<file path="src/rtl/control_pkg.sv">
// Shared encodings for the multicycle MIPS control unit:
// FSM states, opcode/funct values and datapath select codes.
package control_pkg;

    typedef enum logic [2:0] {
        S_IDLE,
        S_FETCH,
        S_DECODE,
        S_EXEC,
        S_MEM,
        S_WB,
        S_TRAP
    } state_t;

    localparam logic [5:0] OP_RTYPE = 6'b000000;
    localparam logic [5:0] OP_LW    = 6'b100011;
    localparam logic [5:0] OP_SW    = 6'b101011;
    localparam logic [5:0] OP_BEQ   = 6'b000100;
    localparam logic [5:0] OP_ADDI  = 6'b001000;
    localparam logic [5:0] OP_J     = 6'b000010;
    localparam logic [5:0] OP_JAL   = 6'b000011;

    localparam logic [5:0] FN_ADD = 6'b100000;
    localparam logic [5:0] FN_SUB = 6'b100010;
    localparam logic [5:0] FN_AND = 6'b100100;
    localparam logic [5:0] FN_OR  = 6'b100101;
    localparam logic [5:0] FN_SLT = 6'b101010;

    localparam logic [3:0] ALU_ADD = 4'b0000;
    localparam logic [3:0] ALU_SUB = 4'b0001;
    localparam logic [3:0] ALU_AND = 4'b0010;
    localparam logic [3:0] ALU_OR  = 4'b0011;
    localparam logic [3:0] ALU_SLT = 4'b0100;

    localparam logic [1:0] PC_PLUS4  = 2'b00;
    localparam logic [1:0] PC_BRANCH = 2'b01;
    localparam logic [1:0] PC_JUMP   = 2'b10;

    localparam logic [1:0] DW_ALU = 2'b00;
    localparam logic [1:0] DW_MEM = 2'b01;
    localparam logic [1:0] DW_PC4 = 2'b10;

    localparam logic [1:0] RW_RT  = 2'b00;
    localparam logic [1:0] RW_RD  = 2'b01;
    localparam logic [1:0] RW_R31 = 2'b10;

endpackage

</file>
<file path="src/rtl/multicycle_control_unit_alu_decoder.sv">
// Combinational (opcode, funct) -> ALU operation, plus the
// legality flag consulted by DECODE.
module alu_decoder
    import control_pkg::*;
#(
    parameter int ALU_OP_W = 4
) (
    input  logic [5:0]          opcode,
    input  logic [5:0]          funct,
    output logic [ALU_OP_W-1:0] alu_op,
    output logic                legal
);

    always_comb begin
        alu_op = ALU_OP_W'(ALU_ADD);
        legal  = 1'b0;
        unique case (opcode)
            OP_RTYPE: begin
                legal = 1'b1;
                unique case (funct)
                    FN_ADD:  alu_op = ALU_OP_W'(ALU_ADD);
                    FN_SUB:  alu_op = ALU_OP_W'(ALU_SUB);
                    FN_AND:  alu_op = ALU_OP_W'(ALU_AND);
                    FN_OR:   alu_op = ALU_OP_W'(ALU_OR);
                    FN_SLT:  alu_op = ALU_OP_W'(ALU_SLT);
                    default: legal  = 1'b0;
                endcase
            end
            OP_LW, OP_SW, OP_ADDI, OP_J, OP_JAL: legal = 1'b1;
            OP_BEQ: begin
                legal  = 1'b1;
                alu_op = ALU_OP_W'(ALU_SUB);
            end
            default: legal = 1'b0;
        endcase
    end

endmodule

</file>
<file path="src/rtl/multicycle_control_unit.sv">
// Multicycle MIPS control FSM: FETCH/DECODE/EXEC/MEM/WB with
// memory handshakes, sticky illegal-opcode trap and retire counter.
module multicycle_control_unit
    import control_pkg::*;
#(
    parameter int ALU_OP_W  = 4,
    parameter int RET_CNT_W = 16
) (
    input  logic                 clk,
    input  logic                 rst,
    input  logic [5:0]           opcode,
    input  logic [5:0]           funct,
    input  logic                 zero,
    input  logic                 if_ready,
    input  logic                 dm_ready,
    output logic                 if_req,
    output logic                 ir_wr,
    output logic                 pc_wr,
    output logic [1:0]           next_pc_sel,
    output logic                 seu_en,
    output logic                 alu_src_b,
    output logic [ALU_OP_W-1:0]  alu_op,
    output logic [1:0]           dw_sel,
    output logic [1:0]           rw_sel,
    output logic                 rf_wr,
    output logic                 dm_rd,
    output logic                 dm_wr,
    output logic                 illegal,
    output logic [RET_CNT_W-1:0] retired
);

    state_t state, next_state;
    logic [5:0] op_q, fn_q;
    logic [ALU_OP_W-1:0] dec_alu_op;
    logic dec_legal;
    logic retire;

    alu_decoder #(.ALU_OP_W(ALU_OP_W)) u_alu_decoder (
        .opcode (op_q),
        .funct  (fn_q),
        .alu_op (dec_alu_op),
        .legal  (dec_legal)
    );

    always_ff @(posedge clk or posedge rst) begin
        if (rst) begin
            state   <= S_IDLE;
            op_q    <= '0;
            fn_q    <= '0;
            retired <= '0;
        end else begin
            state <= next_state;
            if (state == S_FETCH && if_ready) begin
                op_q <= opcode;
                fn_q <= funct;
            end
            if (retire) retired <= retired + RET_CNT_W'(1);
        end
    end

    always_comb begin
        next_state  = state;
        if_req      = 1'b0;
        ir_wr       = 1'b0;
        pc_wr       = 1'b0;
        next_pc_sel = PC_PLUS4;
        seu_en      = 1'b0;
        alu_src_b   = 1'b0;
        alu_op      = '0;
        dw_sel      = DW_ALU;
        rw_sel      = RW_RT;
        rf_wr       = 1'b0;
        dm_rd       = 1'b0;
        dm_wr       = 1'b0;
        illegal     = 1'b0;
        retire      = 1'b0;
        unique case (state)
            S_IDLE: next_state = S_FETCH;
            S_FETCH: begin
                if_req = 1'b1;
                if (if_ready) begin
                    ir_wr      = 1'b1;
                    pc_wr      = 1'b1;
                    next_state = S_DECODE;
                end
            end
            S_DECODE: next_state = dec_legal ? S_EXEC : S_TRAP;
            S_EXEC: begin
                alu_op = dec_alu_op;
                unique case (op_q)
                    OP_LW, OP_SW: begin
                        seu_en     = 1'b1;
                        alu_src_b  = 1'b1;
                        next_state = S_MEM;
                    end
                    OP_ADDI: begin
                        seu_en     = 1'b1;
                        alu_src_b  = 1'b1;
                        next_state = S_WB;
                    end
                    OP_BEQ: begin
                        pc_wr       = zero;
                        next_pc_sel = PC_BRANCH;
                        retire      = 1'b1;
                        next_state  = S_FETCH;
                    end
                    OP_J: begin
                        pc_wr       = 1'b1;
                        next_pc_sel = PC_JUMP;
                        retire      = 1'b1;
                        next_state  = S_FETCH;
                    end
                    default: next_state = S_WB;
                endcase
            end
            S_MEM: begin
                dm_rd = (op_q == OP_LW);
                dm_wr = (op_q != OP_LW);
                if (dm_ready) begin
                    retire     = (op_q != OP_LW);
                    next_state = (op_q == OP_LW) ? S_WB : S_FETCH;
                end
            end
            S_WB: begin
                rf_wr      = 1'b1;
                retire     = 1'b1;
                next_state = S_FETCH;
                unique case (op_q)
                    OP_ADDI: rw_sel = RW_RT;
                    OP_LW: begin
                        dw_sel = DW_MEM;
                        rw_sel = RW_RT;
                    end
                    OP_JAL: begin
                        dw_sel      = DW_PC4;
                        rw_sel      = RW_R31;
                        pc_wr       = 1'b1;
                        next_pc_sel = PC_JUMP;
                    end
                    default: rw_sel = RW_RD;
                endcase
            end
            S_TRAP: illegal = 1'b1;
            default: next_state = S_IDLE;
        endcase
    end

endmodule

</file>
<file path="config.mk">
export PLATFORM = sky130hd
export DESIGN_NAME = multicycle_control_unit
export DESIGN_NICKNAME = d
export VERILOG_FILES = /design/src/rtl/control_pkg.sv /design/src/rtl/multicycle_control_unit_alu_decoder.sv /design/src/rtl/multicycle_control_unit.sv
export SDC_FILE = /design/constraint.sdc
export NUM_CORES = 1
export LEC_CHECK = 0
export ABC_CLOCK_PERIOD_IN_PS = 4400
export CORE_UTILIZATION = 30
export DETAILED_ROUTE_END_ITERATION = 16
export MAX_ROUTING_LAYER = met4
export PLACE_DENSITY = 0.57
export SYNTH_ARGS = -nofsm -noshare
export SYNTH_HDL_FRONTEND = slang
export SYNTH_SLANG_ARGS = --single-unit
</file>
<file path="constraint.sdc">
create_clock -name clk -period 4.4 [get_ports clk]
set_input_delay 1.32 -clock clk [delete_from_list [all_inputs] [get_ports clk]]
set_output_delay 1.32 -clock clk [all_outputs]
set_load 0.1 [all_outputs]
</file>
# --- Word-level counts from Yosys, hierarchy flattened ---
# Index checks and enable logic that the tools add are counted.
# Widths: inputs -> output; s select.
op_classes:
  addsub: 1
  eq_ne: 20
  mux: 33
  bitwise: 1
  n_reduce_logical: 11
op_table:
  columns: ["op", "n"]
  rows:
  - ["$eq 6x6->1 const B", 7]
  - ["$pmux 3 s6", 1]
  - ["$add 16x1->16 const B", 1]
  - ["$pmux 2 s2", 4]
  - ["$mux 1", 13]
  - ["$eq 6x2->1 const B", 2]
  - ["$mux 3", 4]
  - ["$pmux 3 s4", 1]
  - ["$eq 3x3->1 const B", 3]
  - ["$pmux 4 s2", 1]
  - ["$reduce_or 2->1", 4]
  - ["$eq 3x2->1 const B", 2]
  - ["$eq 6x3->1 const B", 1]
  - ["$eq 6x4->1 const B", 1]
  - ["$logic_not 6->1", 1]
  - ["$mux 2", 3]
  - ["$ne 6x6->1 const B", 1]
  - ["$pmux 1 s3", 2]
  - ["$pmux 3 s2", 1]
  - ["$reduce_or 6->1", 1]
  - ["$reduce_or 5->1", 1]
  - ["$mux 4", 1]
  - ["$ne 2x2->1 const B", 2]
  - ["$pmux 1 s2", 2]
  - ["6 further kinds", 6]
totals:
  regBits: 31
  inputBits: 17
  output_inout_bits: 35
  wordCells: 70

# --- Logic depth before layout (Yosys ltp) ---
depth:
  ltp_word: 6
  mapped_depth: 7
  ltp_nobuf: 5

# --- Hierarchy ---
# From an unflattened synthesis, not the netlist that was laid out.
unflattened:
  hier_cells: 177
  area_unflattened_um2: 1796.7
by_module_without_submodules:
  columns: ["module", "n_inst", "cells_each", "area_each_um2", "seq_area_each_um2"]
  rows:
  - ["multicycle_control_unit", 1, 153, 1639.1, 775.7]
  - ["alu_decoder", 1, 24, 157.7, 0.0]

# --- Least setup slack after synthesis ---
# Ideal clock, no wire load.
synth_path:
  path_type: "register to output"
  start: "register op_q[3]"
  end: "output port alu_op[1]"
  t_arrival_ns: 4.380
  slack_ns: -1.300
  path_stages_with_launch: 5
  n_path_buf: 0
  cell_sequence: "dfrtp_1 nor4_1 nand4b_1 or2_2 nor4b_1"
synth_via:
  elab_chain_cells: 3
synth_rtl:
  columns: ["item", "line", "text"]
  rows:
  - ["start, declared", "multicycle_control_unit.sv:33", "logic [5:0] op_q, fn_q;"]
  - ["start signal, assigned", "multicycle_control_unit.sv:54", "op_q <= opcode;"]
  - ["$eq 6x3->1 or $logic_not 6->1 (tied branches)", "multicycle_control_unit_alu_decoder.sv:17", "unique case (opcode)"]
  - ["$pmux 4 s2 *", "multicycle_control_unit_alu_decoder.sv:17", null]
  - ["$mux 4 *", "multicycle_control_unit.sv:77", "unique case (state)"]
  - ["end, declared", "multicycle_control_unit.sv:22", "output logic [ALU_OP_W-1:0] alu_op,"]
# Every way passes the cells marked *; elsewhere a longest branch is shown, timed or not.

# --- Worst setup path in the final report ---
layout_path:
  start: "input port if_ready"
  end: "output port pc_wr"
layout_via:
  elab_chain_cells: 2
layout_rtl:
  columns: ["item", "line", "text"]
  rows:
  - ["start, declared", "multicycle_control_unit.sv:14", "input logic if_ready,"]
  - ["$mux 1", "multicycle_control_unit.sv:81", "if (if_ready) begin"]
  - ["$pmux 1 s3", "multicycle_control_unit.sv:77", null]
  - ["end, declared", "multicycle_control_unit.sv:18", "output logic pc_wr,"]
# No other way between the ends.

==> results.cfg <==
[place]
io_buffers = 50
routabilityCongestion = 0.753
dp_hpwl_um = 2920

[power]
power.density_mw_per_mm2 = 687
power_mw = 1.62
leakage_nw = 1.06
ir_worst_vdd_mv = 0.388

[synthesis]
synth_nets = 187
synth_top_family_by_area = simple AND/OR/NAND/NOR gates
avgSynthCellArea_um2 = 10.1
synth_top_cell_area_share_pct = 45.3
synth_edf_count = 0
synth.largest_area_cell = dfrtp_1
synthSimpleGateAreaFrac_pct = 25.0
synth_xor_area_share_pct = 8.18
netlist_instances = 169
yosysMostFrequentCell = dfrtp_1
ys_seq_area_share_pct = 45.3
synth-seq-cells = 31
synth.area.top_cells = dfrtp_1 (45%), mux2_2 (7.9%), xor2_1 (6.1%)
synthTopCellsByCount = dfrtp_1 (31), nor2_1 (16), nand2_1 (15)
synth_area_mm2 = 0.00171
synthAdderAreaFrac_pct = 0.730
yosys_warnings = 0
synth_compound_area_share_pct = 7.01
async_flop_share_pct = 100
synth.area.mux_share_pct = 9.05
synth_cell_types = 40
synth_ff_type = dfrtp_1

[worst_hold_path]
hold_path_class = reg -> reg

[floorplanning]
core-area_mm2 = 0.00551
die_w_um = 77.6
die_area_mm2 = 0.00602
initial_core_util_pct = 31.1
die_h_um = 77.6
fp-row-count = 27
ios = 52

[clocking]
cts_resized = 0
clk_pin_slew_ns = 0.06
clk_latency_ns = 0.28
cts_inserted_buffers = 5
root_buffer = clkbuf_8
hold_buffers = 0
cts_tree = done
cts_buffer_depth = 2
post-cts-setup-buffer-count = 0
htreeDepth = 2
clock_sinks = 31

[cells_and_area]
drive_above_1_share_pct = 24.0
nets = 239
diodes = 0
utilization_pct = 42.9
areaGrowthSynthToFinish_pct = 37.7

[outcome]
status = finished clean

[setup_path]
critPathBufInv = 2
cp-start-kind = input port
crit_fanout = 4
path_delay_family = buffers and inverters
endpoint_kind = output pin
critPathMaxStageDelay_ns = 0.46
crit_arrival_ns = 2.59
path_class = in -> out
cp_slowest_cell = clkdlybuf4s50_1
worstPathRequired_ns = 3.08
cp_cell_sequence = clkdlybuf4s50_1 -> nand3b_1 -> nor2_1 -> a211o_2 -> buf_12

[drt]
routed-via-count = 1428
drtIter0Drc = 67
drc = 0
dr.pass1.iters = 4
final_antenna_net_count = 0
via_per_inst = 4.87
wl_per_cell_um = 13.7
routed_wl_um = 4010

[timing]
timing.final.setup_violations = 0
hold_viol = 0
final-max-slew-violation-count = 0
fmax_mhz = 256
tns_ns = 0
fin_skew_ns = 0.00576
worst_pin_slew_ns = 0.980
timing.final.crit_share_pct = 88.9
rsz0062_at_grt = no
slew_headroom_pct = 34.5
fin_crit_ns = 3.91

[global_routing]
first_global_vias = 1439
grt_max_degree = 32
antenna_found_initial = 0
grtUsageTotal_pct = 15.0
grt_pass1_wl_um = 6800
grt_overflow = 0

[run]
maxCapViolCount = 0
flip-flops by register name, indices dropped and copies added, names as in the netlist:
signal	count
state	3
op_q	6
fn_q	6
retired	16
cells in the final DEF, fill, tap and decap left out, drive strengths merged, types with 2 or more instances in the layout:
master and instances:
or2 3, nor4 7, xor2 12, nand2 15
nor2 16, inv 6, dfrtp 31, xnor2 4
a211oi 2, or3 2, mux2i 2, a21oi 2
nand3b 3, a21o 3, and3 5, nor4b 3
o21ai 6, nor3 10, clkdlybuf4s50 33, buf 20
clkbuf 6, nand3 4, mux2 12
final timing paths:
kind | from | endpoint | slack [ns] | cells past startpoint
setup reg to reg | state[1] | retired[12] | 2.07 | 5
max in group asynchronous | rst | retired[3] | 2.69 | 3
min in group asynchronous | rst | retired[11] | 1.42 | 3
hold / removal | retired[15] | retired[15] | 0.48 | 1
setup / recovery | if_ready | pc_wr | 0.49 | 5
hold reg to reg | retired[15] | retired[15] | 0.48 | 1
area by class of cell:
type | count | area (um^2)
timing repair buffer | 53 | 505
fill | 558 | 3150
multi-input combinational | 124 | 878
tap | 72 | 90.1
sequential | 31 | 776
inverter | 6 | 22.5
clock inverter | 1 | 5.00
clock buffer | 6 | 82.6
power breakdown:
| part | internal (mW) | switching, mW |
|---|---|---|
| combinational | 0.284 | 0.582 |
| sequential | 0.381 | 0.149 |
| clock | 0.123 | 0.102 |
logic make-up (layout without fill, tap and decap cells):
kind of cell / after synthesis / after routing
xor+xnor: 16 / 16
flops: 31 / 31
fa+ha+maj: 1 / 1
other cells: 1 / 1
buf+inv: 14 / 66
mux: 14 / 14
compound gates: 18 / 18
simple gates: 74 / 74
stage by stage:
stage / hold WS (ns) / cell area [um^2] / setup slack (ns) / std cells
after floorplan: 0.471 / 1730 / 0.00720 / 169
after global placement: 0.469 / 2270 / 0.548 / 286
after detailed placement: 0.458 / 2270 / 0.520 / 286
after CTS: 0.482 / 2360 / 0.499 / 293
after global routing: 0.514 / 2360 / 0.395 / 293
final: 0.482 / 2360 / 0.487 / 293
per-layer routing:
metal	vias to the layer above	share of wire, %	global-route usage [%]
met5	-	0	-
met4	0	0.67	3.96
met3	4	4.9	4.24
met2	40	46	24.4
met1	695	48	18.1
li1	689	-	-
Note: power is estimated with default switching activity, not from simulation.
==> patch 1, RTL diff (same settings) <==
Reset style: synchronous (`rst`), changed in one clocked block.
--- a/src/rtl/multicycle_control_unit.sv
+++ b/src/rtl/multicycle_control_unit.sv
@@ -42,7 +42,7 @@
         .legal  (dec_legal)
     );
 
-    always_ff @(posedge clk or posedge rst) begin
+    always_ff @(posedge clk) begin
         if (rst) begin
             state   <= S_IDLE;
             op_q    <= '0;
Function: differs if rst is asserted again (counterexample within 4 cycles, from zero or initial values and one cycle with rst high); with rst held inactive, the same outputs for 10 cycles.
==> patch 1 against the original RTL <==
- worst setup slack improved by 0.15 ns
- largest cell class unchanged
- area after synthesis is 17% higher
- count of clock-buffer cells in the layout rose by 2
- design area grew 11%
- wire length up 23%
- clock skew down 0.0030 ns
- sequential cell count did not move
- sequential share of layout area shrank 9.2 points
- highest routed layer unchanged
Power is not compared: it rests on default switching activity, and its combinational part moved more than twofold at a synthesized area within 25%.
==> patch 1: results (changes against the original RTL) <==
| Metric | Value |
|---|---|
| Metal3 WL | `212 microns (+8.2%)` |
| Sequential area share after synthesis | `0.309 (-0.143)` |
| Worst-case clock buffer depth | `2 (unchanged)` |
| GR Util met2 | `0.239 (-0.00552)` |
| GR Util All Layers | `0.150 (about the same)` |
| Layout cell share with drive strength beyond 1 | `0.225 (-0.0149)` |
| Vias in the first global route | `1,727 (+20%)` |
| Status | `finished, final reports clean` |
| Post-synthesis cell type count | `52 (+30%)` |
| Met1 wire length | `2310 microns (+19%)` |
| First-pass GRT wire length | `8290 microns (+22%)` |
| Post-Syn Nets | `265 (+42%)` |
| Slowest stage delay, CP | `0.50 ns (+0.04 ns)` |
| DR iter-0 viols | `55 (-18%)` |
| Worst Path Max Fanout | `5 (+1)` |
| Critical path data arrival time | `2.45 ns (-0.14 ns)` |
| Post-placement cell area | `0.00252 sq mm (+11%)` |
| Routed wire length | `4920 microns (+23%)` |
| Filler Cells Inserted | `681 (+22%)` |
| Final nets | `306 (+28%)` |
| Met2 wire len | `2380 microns (+29%)` |
| Worst Clk Skew | `0.00280 ns (-0.00296 ns)` |
| Met3 Use GR | `0.0326 (-0.00971)` |
| Flop-to-flop setup slack | `1.75 ns (-0.32 ns)` |
| Largest net degree at the start of global routing | `31 (-3.1%)` |
| Setup Buffers After CTS | `0 (unchanged)` |
| Dominant cells by area after synthesis | `dfxtp_1 31%, nand2_1 6.7%, mux2_4 6.0%` |
| Commonest cells in the synthesized netlist | `36 x nand2_1, 31 x dfxtp_1, 22 x nor2_1` |
| Dpl hpwl | `3570 microns (+22%)` |
| DR vias | `1,873 (+31%)` |
| Met1 Usage GRT | `0.186 (+0.00493)` |
| Slew headroom | `0.354 (+0.00887)` |
| Switching power total | `0.235 mW` |
| GP Congestion | `0.767 (+1.9%)` |
| Top_reg_cell synth | `dfxtp_1` |
patch 1: cell families after synthesis:
group,share of synthesized area
AND/OR/NAND/NOR,0.318
AO/OA/AOI/OAI,0.182
flip-flops,0.309
buffers and inverters,0.0754
multiplexers,0.0985
XOR/XNOR,0.00873
adder cells (fa/ha/maj),0.00623
other,0.00187
patch 1: cell type report:
| type | instances | share of cell area |
|---|---|---|
| Multi-Input combinational cell | 190 | 0.485 |
| Sequential cell | 31 | 0.237 |
| Timing Repair Buffer | 54 | 0.195 |
| Clock buffer | 8 | 0.0382 |
| Tap cell | 77 | 0.0368 |
| Inverter | 6 | 0.00859 |
patch 1: power groups by stage:
| stage | Clock, mW | Sequential (mW) | Combinational (mW) |
|---|---|---|---|
| 2_1_floorplan | 0 | 0.309 | 0.124 |
| 3_3_place_gp | 0 | 0.318 | 0.158 |
| 3_5_place_dp | 0 | 0.318 | 0.160 |
| 4_1_cts | 0.263 | 0.312 | 0.160 |
| 5_1_grt | 0.269 | 0.315 | 0.173 |
| 6_report | 0.257 | 0.312 | 0.159 |
patch 1: stage by stage:
step	utilization	total power [mW]	setup slack (ns)	hold slack, ns	std cells
floorplan	-	0.434	0.120	0.432	247
global placement	0.395	0.476	0.622	0.446	358
detailed placement	0.395	0.479	0.617	0.449	358
CTS	0.410	0.736	0.617	0.459	366
global route	0.410	0.757	0.542	0.481	366
finish	0.410	0.728	0.634	0.459	366
patch 1: final timing paths:
path                                from  cells past startpoint          end
worst max-delay path            if_ready                      5        pc_wr
worst min-delay path             fn_q[5]                      2      fn_q[5]
worst max register to register  state[1]                      4  retired[13]
worst min register to register   fn_q[5]                      2      fn_q[5]
==> patch 2, RTL diff (same flow settings) <==
Without the edit above. Change the parameter `RET_CNT_W` from 16 to 32.
--- a/src/rtl/multicycle_control_unit.sv
+++ b/src/rtl/multicycle_control_unit.sv
@@ -4,7 +4,7 @@
     import control_pkg::*;
 #(
     parameter int ALU_OP_W  = 4,
-    parameter int RET_CNT_W = 16
+    parameter int RET_CNT_W = 32
 ) (
     input  logic                 clk,
     input  logic                 rst,
Ports: changed (resized retired); port bits go from 52 to 68. The function was not compared with the original's and may differ.
==> patch 2 against the original RTL <==
- total power up 14%
- sequential share of layout area up 2.8 points
- wire length up 34%
- sequential cell count up 16
- critical path depth unchanged
- via count up 35%
- combinational power up 3.9%
- hold slack worse by 0.0042 ns
- design area up 40%
- area after synthesis up 44%
- worst setup slack worse by 0.025 ns
- die area up 43%
- synthesized cell count up 36%
- critical endpoint is now ir_wr
- highest routed layer unchanged
==> patch 2: results (changes against the original RTL) <==
| Metric | Value |
|---|---|
| Status | `finished, final reports clean` |
| I/O Buffers | `66 (+32%)` |
| Metal3 WL | `272 microns (+39%)` |
| Non-CTS inverters | `7 (+1)` |
| Met2 wire len | `2510 microns (+36%)` |
| Critical path data arrival time | `2.62 ns (+0.03 ns)` |
| Worst Clk Skew | `0.00977 ns (+0.00401 ns)` |
| Worst Path Buf+Inv | `3 (+1)` |
| Met1 Usage GRT | `0.178 (-0.00307)` |
| DP Cell Count | `388 (+36%)` |
| Largest net degree at the start of global routing | `48 (+50%)` |
| First-pass GRT wire length | `9200 microns (+35%)` |
| Worst Path Max Fanout | `6 (+2)` |
| Wire per inst | `13.5 microns (-0.94%)` |
| Layout cell share with drive strength beyond 1 | `0.208 (-0.0316)` |
| Final std cell area, no fill | `0.00330 sq mm (+40%)` |
| VDD IR max | `0.000418 V (+7.8%)` |
| Sequential area share after synthesis | `0.475 (+0.0229)` |
| Adder and majority gate portion of the synthesized area | `0.00506 (-0.00224)` |
| Leak Pwr | `1.34 nW (+26%)` |
| Asr flop ratio synth | `1.00 (unchanged)` |
| Commonest cells in the synthesized netlist | `47 x dfrtp_1, 28 x xnor2_1, 18 x nand2_1` |
| Met3 Use GR | `0.0312 (-0.0112)` |
| Buffers, non-clock | `68 (+28%)` |
| Hold worst-path end | `retired[31]` |
| Fraction of area in non-clock buffers | `0.199 (-0.0153)` |
| #FFs+latches synth | `47 (+52%)` |
| Met1 wire length | `2510 microns (+30%)` |
| DR vias | `1,921 (+35%)` |
| Post-place setup slack | `0.458 ns (-0.0622 ns)` |
| Dominant cells by area after synthesis | `dfrtp_1 48%, xnor2_1 9.9%, mux2_2 5.0%` |
| GR Util All Layers | `0.139 (-0.0104)` |
| Compound-Gate Fraction of Synth Area | `0.0647 (-0.00533)` |
| Clk_lat worst skew | `0.30 ns (+0.02 ns)` |
| Flop-to-flop setup slack | `1.75 ns (-0.32 ns)` |
| Vias/cell | `4.86 (-0.21%)` |
| Worst r2r src | `op_q[5]` |
| Post-synthesis cell type count | `48 (+20%)` |
| Post-Syn Nets | `248 (+33%)` |
| Filler Cells Inserted | `818 (+47%)` |
| Largest regs | `retired: 32 flops, fn_q: 6 flops, op_q: 6 flops` |
| Slew headroom | `0.333 (-0.0119)` |
| Area of the multi-input gates | `0.00123 sq mm (+40%)` |
| XOR/XNOR Fraction of Synth Area | `0.120 (+0.0381)` |
| Post-synthesis area per instance | `10.8 sq um (+6.0%)` |
| GP Congestion | `0.827 (+9.8%)` |
| Mux share of post-synthesis cell area | `0.0501 (-0.0404)` |
| ClkCell Share | `0.0251 (-0.0121)` |
| Dpl hpwl | `3980 microns (+36%)` |
| DR iter-0 viols | `50 (-25%)` |
| Post-placement cell area | `0.00321 sq mm (+41%)` |
| FF+latch area | `0.00118 sq mm (+52%)` |
| Worst min-delay path startpoint | `retired[31]` |
| Reg2reg end | `retired[18]` |
[patch 2: worst max path at each step]
stage | slack, ns | endpoint | from
2_1_floorplan | -0.73 | pc_wr | if_ready
4_1_cts | 0.45 | ir_wr | if_ready
5_1_grt | 0.32 | ir_wr | if_ready
3_3_place_gp | 0.43 | ir_wr | if_ready
3_5_place_dp | 0.46 | ir_wr | if_ready
6_report | 0.46 | ir_wr | if_ready
[patch 2: cell families after synthesis]
| logic type | after synthesis |
|---|---|
| compound gates | 19 |
| other cells | 1 |
| mux | 11 |
| flops | 47 |
| buf+inv | 19 |
| fa+ha+maj | 1 |
| xor+xnor | 33 |
| simple gates | 99 |
[patch 2: per-stage QoR]
step,util,hold WS [ns]
global placement,0.409,0.463
CTS,0.420,0.481
detailed placement,0.409,0.469
finish,0.420,0.478
floorplan,-,0.471
global route,0.420,0.506
[patch 2: where the power goes]
group | leakage, nW | switching, mW | internal, mW
logic | 0.681 | 0.609 | 0.293
clock network | 0.0440 | 0.148 | 0.109
registers | 0.612 | 0.153 | 0.529
